File: config.mk
export PLATFORM = sky130hd
export DESIGN_NAME = fsk_tx_framer
export DESIGN_NICKNAME = d
export VERILOG_FILES = /design/src/rtl/fsk_tx_framer.sv
export SDC_FILE = /design/constraint.sdc
export NUM_CORES = 1
export LEC_CHECK = 0
export CAP_MARGIN = 40
export CORE_MARGIN = 2
export CORE_UTILIZATION = 56
export CTS_BUF_LIST = sky130_fd_sc_hd__clkbuf_16
export DETAILED_ROUTE_END_ITERATION = 16
export GPL_ROUTABILITY_DRIVEN = 0
export GPL_TIMING_DRIVEN = 0
export PLACE_DENSITY = 0.78
export SLEW_MARGIN = 5
export SYNTH_ARGS = -nofsm -noshare
export SYNTH_HDL_FRONTEND = slang
export SYNTH_SLANG_ARGS = --single-unit
File: constraint.sdc
create_clock -name clk -period 2.6 [get_ports clk]
set_input_delay 0.52 -clock clk [delete_from_list [all_inputs] [get_ports clk]]
set_output_delay 0.52 -clock clk [all_outputs]
set_load 0.01 [all_outputs]
File: src/rtl/fsk_tx_framer.sv
// fsk_tx_framer: preamble / sync / payload / guard sequencer that
// feeds the FSK modulator one symbol per BIT_CYCLES clocks.
module fsk_tx_framer #(
  parameter int         BIT_CYCLES    = 32,
  parameter int         PREAMBLE_BITS = 8,
  parameter logic [7:0] SYNC_WORD     = 8'hD3,
  parameter int         GUARD_BITS    = 4
) (
  input  logic       clk,
  input  logic       rst_n,
  input  logic [7:0] s_data,
  input  logic       s_last,
  input  logic       s_valid,
  output logic       s_ready,
  output logic       mod_bit,
  output logic       mod_en,
  output logic       busy,
  output logic       frame_done,
  output logic       err_underrun
);

  localparam int CW = $clog2(BIT_CYCLES);
  localparam int MB = (PREAMBLE_BITS > GUARD_BITS)
                    ? PREAMBLE_BITS : GUARD_BITS;
  localparam int MX = (MB > 8) ? MB : 8;
  localparam int BW = $clog2(MX);

  typedef enum logic [2:0] {
    IDLE, PREAMBLE, SYNC, DATA, GUARD
  } state_t;

  state_t        state, state_d;
  logic [CW-1:0] cyc, cyc_d;
  logic [BW-1:0] bcnt, bcnt_d, last_idx;
  logic [7:0]    shreg, shreg_d;
  logic [7:0]    buf_data, buf_data_d;
  logic          buf_last, buf_last_d;
  logic          buf_full, buf_full_d;
  logic          cur_last, cur_last_d;
  logic          mod_bit_d, mod_en_d;
  logic          done_d, err_d;
  logic          bnd, bit_end, load, accept;

  assign busy    = (state != IDLE);
  assign accept  = s_valid & s_ready;
  assign bnd     = (cyc == CW'(BIT_CYCLES - 1));
  assign bit_end = bnd && (bcnt == last_idx);

  always_comb begin
    last_idx = BW'(7);
    unique case (state)
      PREAMBLE: last_idx = BW'(PREAMBLE_BITS - 1);
      GUARD:    last_idx = BW'(GUARD_BITS - 1);
      default:  last_idx = BW'(7);
    endcase
  end

  always_comb begin
    state_d    = state;
    cyc_d      = cyc;
    bcnt_d     = bcnt;
    shreg_d    = shreg;
    cur_last_d = cur_last;
    buf_data_d = buf_data;
    buf_last_d = buf_last;
    buf_full_d = buf_full;
    mod_bit_d  = mod_bit;
    mod_en_d   = mod_en;
    done_d     = 1'b0;
    err_d      = 1'b0;
    load       = 1'b0;

    if (state != IDLE) begin
      cyc_d = bnd ? '0 : cyc + CW'(1);
      if (bnd)
        bcnt_d = bit_end ? '0 : bcnt + BW'(1);
    end

    // shreg holds the sync word (MSB out) or payload (LSB out)
    unique case (state)
      IDLE: begin
        if (buf_full) begin
          state_d   = PREAMBLE;
          cyc_d     = '0;
          bcnt_d    = '0;
          mod_bit_d = 1'b1;
          mod_en_d  = 1'b1;
        end
      end
      PREAMBLE: begin
        if (bnd) begin
          if (bit_end) begin
            state_d   = SYNC;
            shreg_d   = SYNC_WORD;
            mod_bit_d = SYNC_WORD[7];
          end else begin
            mod_bit_d = !mod_bit;
          end
        end
      end
      SYNC: begin
        if (bnd) begin
          if (bit_end) begin
            state_d = DATA;
            load    = 1'b1;
          end else begin
            shreg_d   = shreg << 1;
            mod_bit_d = shreg[6];
          end
        end
      end
      DATA: begin
        if (bnd) begin
          if (!bit_end) begin
            shreg_d   = shreg >> 1;
            mod_bit_d = shreg[1];
          end else if (cur_last) begin
            state_d   = GUARD;
            mod_bit_d = 1'b0;
            mod_en_d  = 1'b0;
          end else if (buf_full) begin
            load = 1'b1;
          end else begin
            state_d   = GUARD;
            mod_bit_d = 1'b0;
            mod_en_d  = 1'b0;
            err_d     = 1'b1;
          end
        end
      end
      GUARD: begin
        if (bit_end) begin
          state_d = IDLE;
          done_d  = 1'b1;
        end
      end
      default: state_d = IDLE;
    endcase

    if (accept) begin
      buf_data_d = s_data;
      buf_last_d = s_last;
      buf_full_d = 1'b1;
    end
    if (load) begin
      shreg_d    = buf_data;
      cur_last_d = buf_last;
      mod_bit_d  = buf_data[0];
      buf_full_d = 1'b0;
    end
  end

  always_ff @(posedge clk or negedge rst_n) begin
    if (!rst_n) begin
      state        <= IDLE;
      cyc          <= '0;
      bcnt         <= '0;
      shreg        <= '0;
      cur_last     <= 1'b0;
      buf_data     <= '0;
      buf_last     <= 1'b0;
      buf_full     <= 1'b0;
      s_ready      <= 1'b0;
      mod_bit      <= 1'b0;
      mod_en       <= 1'b0;
      frame_done   <= 1'b0;
      err_underrun <= 1'b0;
    end else begin
      state        <= state_d;
      cyc          <= cyc_d;
      bcnt         <= bcnt_d;
      shreg        <= shreg_d;
      cur_last     <= cur_last_d;
      buf_data     <= buf_data_d;
      buf_last     <= buf_last_d;
      buf_full     <= buf_full_d;
      s_ready      <= !buf_full_d;
      mod_bit      <= mod_bit_d;
      mod_en       <= mod_en_d;
      frame_done   <= done_d;
      err_underrun <= err_d;
    end
  end

endmodule

Word-level counts from Yosys, hierarchy flattened
Cells that the tools add are included.
{ "word_totals": {"register_bits": 35, "input_bits": 12, "output_inout_bits": 6, "wordCells": 109} }
{ "classes": {"add_sub_neg": 2, "n_eq_ne": 23, "n_mux": 58, "n_bitwise": 1, "n_reduce_logical": 12} }
{ "ops": {"columns": ["op", "n"], "rows": [
  ["$mux W8", 7],
  ["$mux W3", 16],
  ["$mux W1", 26],
  ["$ne A3 B3 Y1 const B", 8],
  ["$pmux W8 S3", 1],
  ["$mux W5", 4],
  ["$ne A2 B2 Y1 const B", 8],
  ["$pmux W3 S5", 1],
  ["$reduce_and A7 Y1", 2],
  ["$reduce_and A9 Y1", 1],
  ["$eq A3 B2 Y1 const B", 2],
  ["$add A5 B1 Y5 const B", 1],
  ["$eq A5 B5 Y1 const B", 1],
  ["$ne A5 B5 Y1 const B", 1],
  ["$reduce_and A5 Y1", 1],
  ["$reduce_bool A5 Y1", 1],
  ["$pmux W1 S2", 2],
  ["$pmux W1 S4", 1],
  ["$reduce_bool A4 Y1", 1],
  ["$add A3 B1 Y3 const B", 1],
  ["$eq A3 B1 Y1 const B", 1],
  ["$eq A3 B3 Y1", 1],
  ["$eq A3 B3 Y1 const B", 1],
  ["$logic_not A3 Y1", 1],
  ["5 further kinds", 6]
]} }

Longest topological paths before layout
{ "depth": {"ltp_word": 9, "depth_mapped": 10, "depth_no_buf": 8} }

Worst setup path after synthesis
Ideal clock, no wire load.
{ "synth_timing": {"kind": "register to register", "startpoint": "reg cyc[0]", "endpoint": "reg shreg[7]", "setup_ns": 0.128, "t_arrival_ns": 1.814, "t_required_ns": 2.472, "path_slack_ns": 0.659, "path_stages_with_launch": 10, "n_path_buf": 1, "period_less_slack_ns": 1.941, "path_cell_list": "dfrtp_1 ha_1 and3_1 ha_1 buf_2 nand3b_1 mux2i_4 mux2_1 nand2_1 a31oi_1"} }
{ "synth_via": {"elab_chain_len": 7, "elab_cells_between_ends": 16, "cone_classes": "7 x eq/ne; 6 x mux; 3 x reduce/logical"} }
{ "synth_rtl": {"columns": ["element", "line", "source"], "rows": [
  ["start: declaration", "33", "logic [CW-1:0] cyc, cyc_d;"],
  ["start signal: assignment", "170", "cyc <= cyc_d;"],
  ["$eq A5 B5 Y1 (*)", "46", "assign bnd = (cyc == CW'(BIT_CYCLES - 1));"],
  ["$logic_and A1 B1 Y1", "47", "assign bit_end = bnd && (bcnt == last_idx);"],
  ["$mux W1, on equally long branches", "114, 103", null],
  ["$mux W1, on equally long branches", "113, 102", null],
  ["$pmux W1 S2", "80", "unique case (state)"],
  ["$ne A3 B3 Y1 (no source line) / $reduce_bool A4 Y1 (equally long branches)", null, null],
  ["$reduce_and A7 Y1 (no source line)", null, null],
  ["end signal: assignment", "172", "shreg <= shreg_d;"],
  ["end: declaration", "35", "logic [7:0] shreg, shreg_d;"]
]} }
Every way passes the cells marked *; elsewhere a longest branch is shown, timed or not.
A chain may end at the register's enable or synchronous reset.

Worst setup path after layout
{ "layout_timing": {"startpoint": "reg state[1]", "endpoint": "out busy"} }
{ "layout_via": {"elab_chain_len": 1} }
{ "layout_rtl": {"columns": ["element", "line", "source"], "rows": [
  ["start: declaration", "32", "state_t state, state_d;"],
  ["start signal: assignment", "169", "state <= state_d;"],
  ["$reduce_bool A3 Y1", "44", "assign busy = (state != IDLE);"],
  ["end: declaration", "17", "output logic busy,"]
]} }
No other way between the ends.

==> reports/metrics.csv <==
stage;metric;value;unit
pwr;pwr-share-seq;0.457;
logic_synthesis;synth_area;1830;um2
timing;final-max-slew-violation-count;0;
placed_design;dpl.hpwl;2730;um
layout;fillCellCount;230;
floorplanning;die_x;61.2;um
pwr;p_int;1.15;mW
critical_path;cp.required;2.08;ns
timing;fin_ws;0.205;ns
layout;nNetsFinal;215;
pwr;switching_share;0.262;
layout;syn_to_final_growth;19.9;%
global_routing;track_usage;0.230;
logic_synthesis;synth_cells;176;
floorplanning;dieArea;3750;um2
logic_synthesis;yosys.area.top_type;dfrtp_1;
logic_synthesis;avgSynthCellArea;10.4;um2
layout;drive_above_1_share;0.174;
drt;vias;1416;
critical_path;start_kind;flop;
drt;ant_nets;0;
clock_network;cts_buffer_depth;2;
drt;dr.pass1.iters;4;
clock_network;cts_max_level;2;
timing;maxSlewHeadroom;0.515;
logic_synthesis;yosys_register_bits;35;
critical_path;path_cells;buf_4 > nor3_2 > inv_2 > clkdlybuf4s50_1;
timing;worst_slew_pin_slew;0.727;ns
pwr;switching_power;0.411;mW
pwr;clkPwrFrac;0.362;
critical_path;critical-path-top-delay-family;buffers and inverters;
drt;drtIter0Drc;91;
timing;finalSetupTns;0;ns
layout;fin_util;0.715;
floorplanning;fp.dieH;61.2;um
logic_synthesis;synth_top_cell_area_share;0.477;
critical_path;crit_type;reg2out;
timing;max_freq;0.417;GHz
floorplanning;rows;20;
critical_path;endpoint_kind;output pin;
clock_network;numCtsBuffers;5;
placed_design;pre_cts_ws;0.458;ns
logic_synthesis;yosysWarnings;0;
pwr;power_density;712;nW/um2
logic_synthesis;seq_area_frac_synth;0.477;
timing;hold_viol;0;
logic_synthesis;syn-num-nets;191;
global_routing;antenna_found_initial;0;
floorplanning;start_util;0.596;
clock_network;cts_tree;yes;
logic_synthesis;synth-main-ff-cell;dfrtp_1;
timing;holdWs;0.296;ns
logic_synthesis;synth.distinct_cells;40;
placed_design;numPortBuffers;17;
critical_path;rrSetupSlack;0.43;ns
pwr;irDropWorstVdd;0.000648;V
flow_run;cap_violations;0;
drt;drc;0;
global_routing;grt_pass1_vias;1289;
floorplanning;coreArea;3080;um2
logic_synthesis;synth_area_leaders;dfrtp_1 (48%), mux2_2 (6.8%), mux2i_1 (6.0%);
timing;fin_crit;2.40;ns
logic_synthesis;yosysMostFrequentCell;dfrtp_1;
worst_hold_path;hold_class;in2async;
pwr;power_frac_comb;0.180;
pwr;p_leak;0.997;nW
logic_synthesis;synth-edff-count;0;
layout;num_antenna_cells;0;
critical_path;r2r_start;cyc[0]$_DFF_PN0_;
critical_path;path_buf_inv;3;
logic_synthesis;synthArstFlopShare;1.00;
critical_path;slowest_stage;clkdlybuf4s50_1;
timing;finalClockSkew;0.00428;ns
critical_path;reg2reg_to;shreg[4]$_DFFE_PN0P_;
logic_synthesis;synth_commonest_cells;dfrtp_1 (35), nor2_1 (20), nand2_1 (15);
critical_path;reg2reg_depth;9;
drt;wl_per_cell;15.3;um
drt;wl;3750;um
critical_path;slowest_delay;0.50;ns
clock_network;ctsHoldBuffers;0;
timing;rsz0062_at_grt;false;
clock_network;cts_sinks;35;
clock_network;clk-insertion-delay-late;0.28;ns
drt;routed_via_density;5.78;
timing;finalCritPeriodShare;0.921;
global_routing;grt_max_degree;36;
clock_network;clock-root-buffer;clkbuf_16;
global_routing;grt_pass1_wl;6200;um
critical_path;crit_arrival;1.88;ns
run_status;outcome;complete, no violations;
clock_network;post-cts-setup-buffer-count;0;
clock_network;cts_resized;0;
floorplanning;pin_count;18;
timing;setup_viol;0;
global_routing;grt_overflow_total;0;
critical_path;worstPathMaxFanout;10;
clock_network;clk_pin_slew;0.05;ns
metrics by stage:
stage          instance area, um2  instances  power (mW)
5_1_grt                      2200        245        1.64
3_5_place_dp                 2050        237        1.01
2_1_floorplan                1830        176       0.899
3_3_place_gp                 2060        237       0.986
6_report                     2200        245        1.57
4_1_cts                      2200        245        1.57
worst register-to-register path, cell delays in order (launching register included):
cell     delay [ns]
dfrtp_1        0.38
ha_1           0.19
and3_1         0.16
ha_1           0.16
buf_2          0.23
nor2b_1        0.19
o21ai_2        0.16
a211o_1        0.31
mux2i_1        0.17
a21oi_1        0.09
layout by cell type, fill, tap and decap left out, types with 5 or more instances in the layout:
| cell | n |
|---|---|
| dfrtp_1 | 35 |
| nand2_1 | 15 |
| nand3_1 | 7 |
| o22ai_1 | 5 |
| a21oi_1 | 9 |
| clkbuf_16 | 5 |
| nor2_1 | 20 |
| inv_1 | 5 |
| mux2_2 | 11 |
| clkdlybuf4s50_1 | 16 |
| mux2i_1 | 11 |
| buf_2 | 5 |
flip-flops by register name, summed over array words and instances, names as in the netlist:
| signal | cells |
|---|---|
| cyc | 5 |
| bcnt | 3 |
| buf_last | 1 |
| shreg | 8 |
| state | 3 |
| mod_bit | 1 |
| mod_en | 1 |
| err_underrun | 1 |
| s_ready | 1 |
| frame_done | 1 |
| cur_last | 1 |
| buf_data | 8 |
| buf_full | 1 |
per-layer routing:
layer / wire length, um / share of wire / GRT usage
met4: 43 / 0.011 / 0.0652
met3: 221 / 0.059 / 0.0567
met2: 1820 / 0.49 / 0.351
met1: 1660 / 0.44 / 0.328
met5: 0 / 0 / 0
power groups by stage:
| stage | logic, mW | registers [mW] | clock network, mW |
|---|---|---|---|
| detailed placement | 0.284 | 0.724 | 0 |
| CTS | 0.287 | 0.715 | 0.573 |
| floorplan | 0.191 | 0.708 | 0 |
| finish | 0.282 | 0.716 | 0.567 |
| global placement | 0.269 | 0.718 | 0 |
| global route | 0.320 | 0.729 | 0.595 |
how the worst max path moves through the flow:
stage          depth (start not counted)                 endpoint            startpoint  slack, ns
4_1_cts                                4                     busy  state[1]$_DFFE_PN0P_       0.22
5_1_grt                                4                     busy  state[1]$_DFFE_PN0P_       0.09
3_5_place_dp                           9     shreg[7]$_DFFE_PN0P_      cyc[1]$_DFF_PN0_       0.46
2_1_floorplan                          9     shreg[7]$_DFFE_PN0P_      cyc[0]$_DFF_PN0_       0.66
6_report                               4                     busy  state[1]$_DFFE_PN0P_       0.20
3_3_place_gp                           1  buf_data[5]$_DFFE_PN0P_                 rst_n       0.33
logic make-up (layout without fill, tap and decap cells):
| group | Yosys count | in the layout | share of synthesized area |
|---|---|---|---|
| and+or+nand+nor | 63 | 63 | 0.169 |
| DFF | 35 | 35 | 0.477 |
| AOI/OAI and AO/OA | 34 | 34 | 0.135 |
| muxes | 24 | 24 | 0.146 |
| buffers and inverters | 14 | 39 | 0.0375 |
| adders and majority gates | 3 | 3 | 0.0205 |
| xor gates and xnor gates | 3 | 3 | 0.0143 |
cell type report:
class                   instances  area, um2  share of cell area
plain buffers                   7       42.5              0.0193
clock buffers                   5        125              0.0569
clock inverters                 3       20.0             0.00910
inverters                       7       26.3              0.0119
multi-input cells             127        890               0.404
flip-flops and latches         35        876               0.398
well taps                      44       55.1              0.0250
repair buffers                 17        165              0.0751
(Power assumes the default switching activity.)
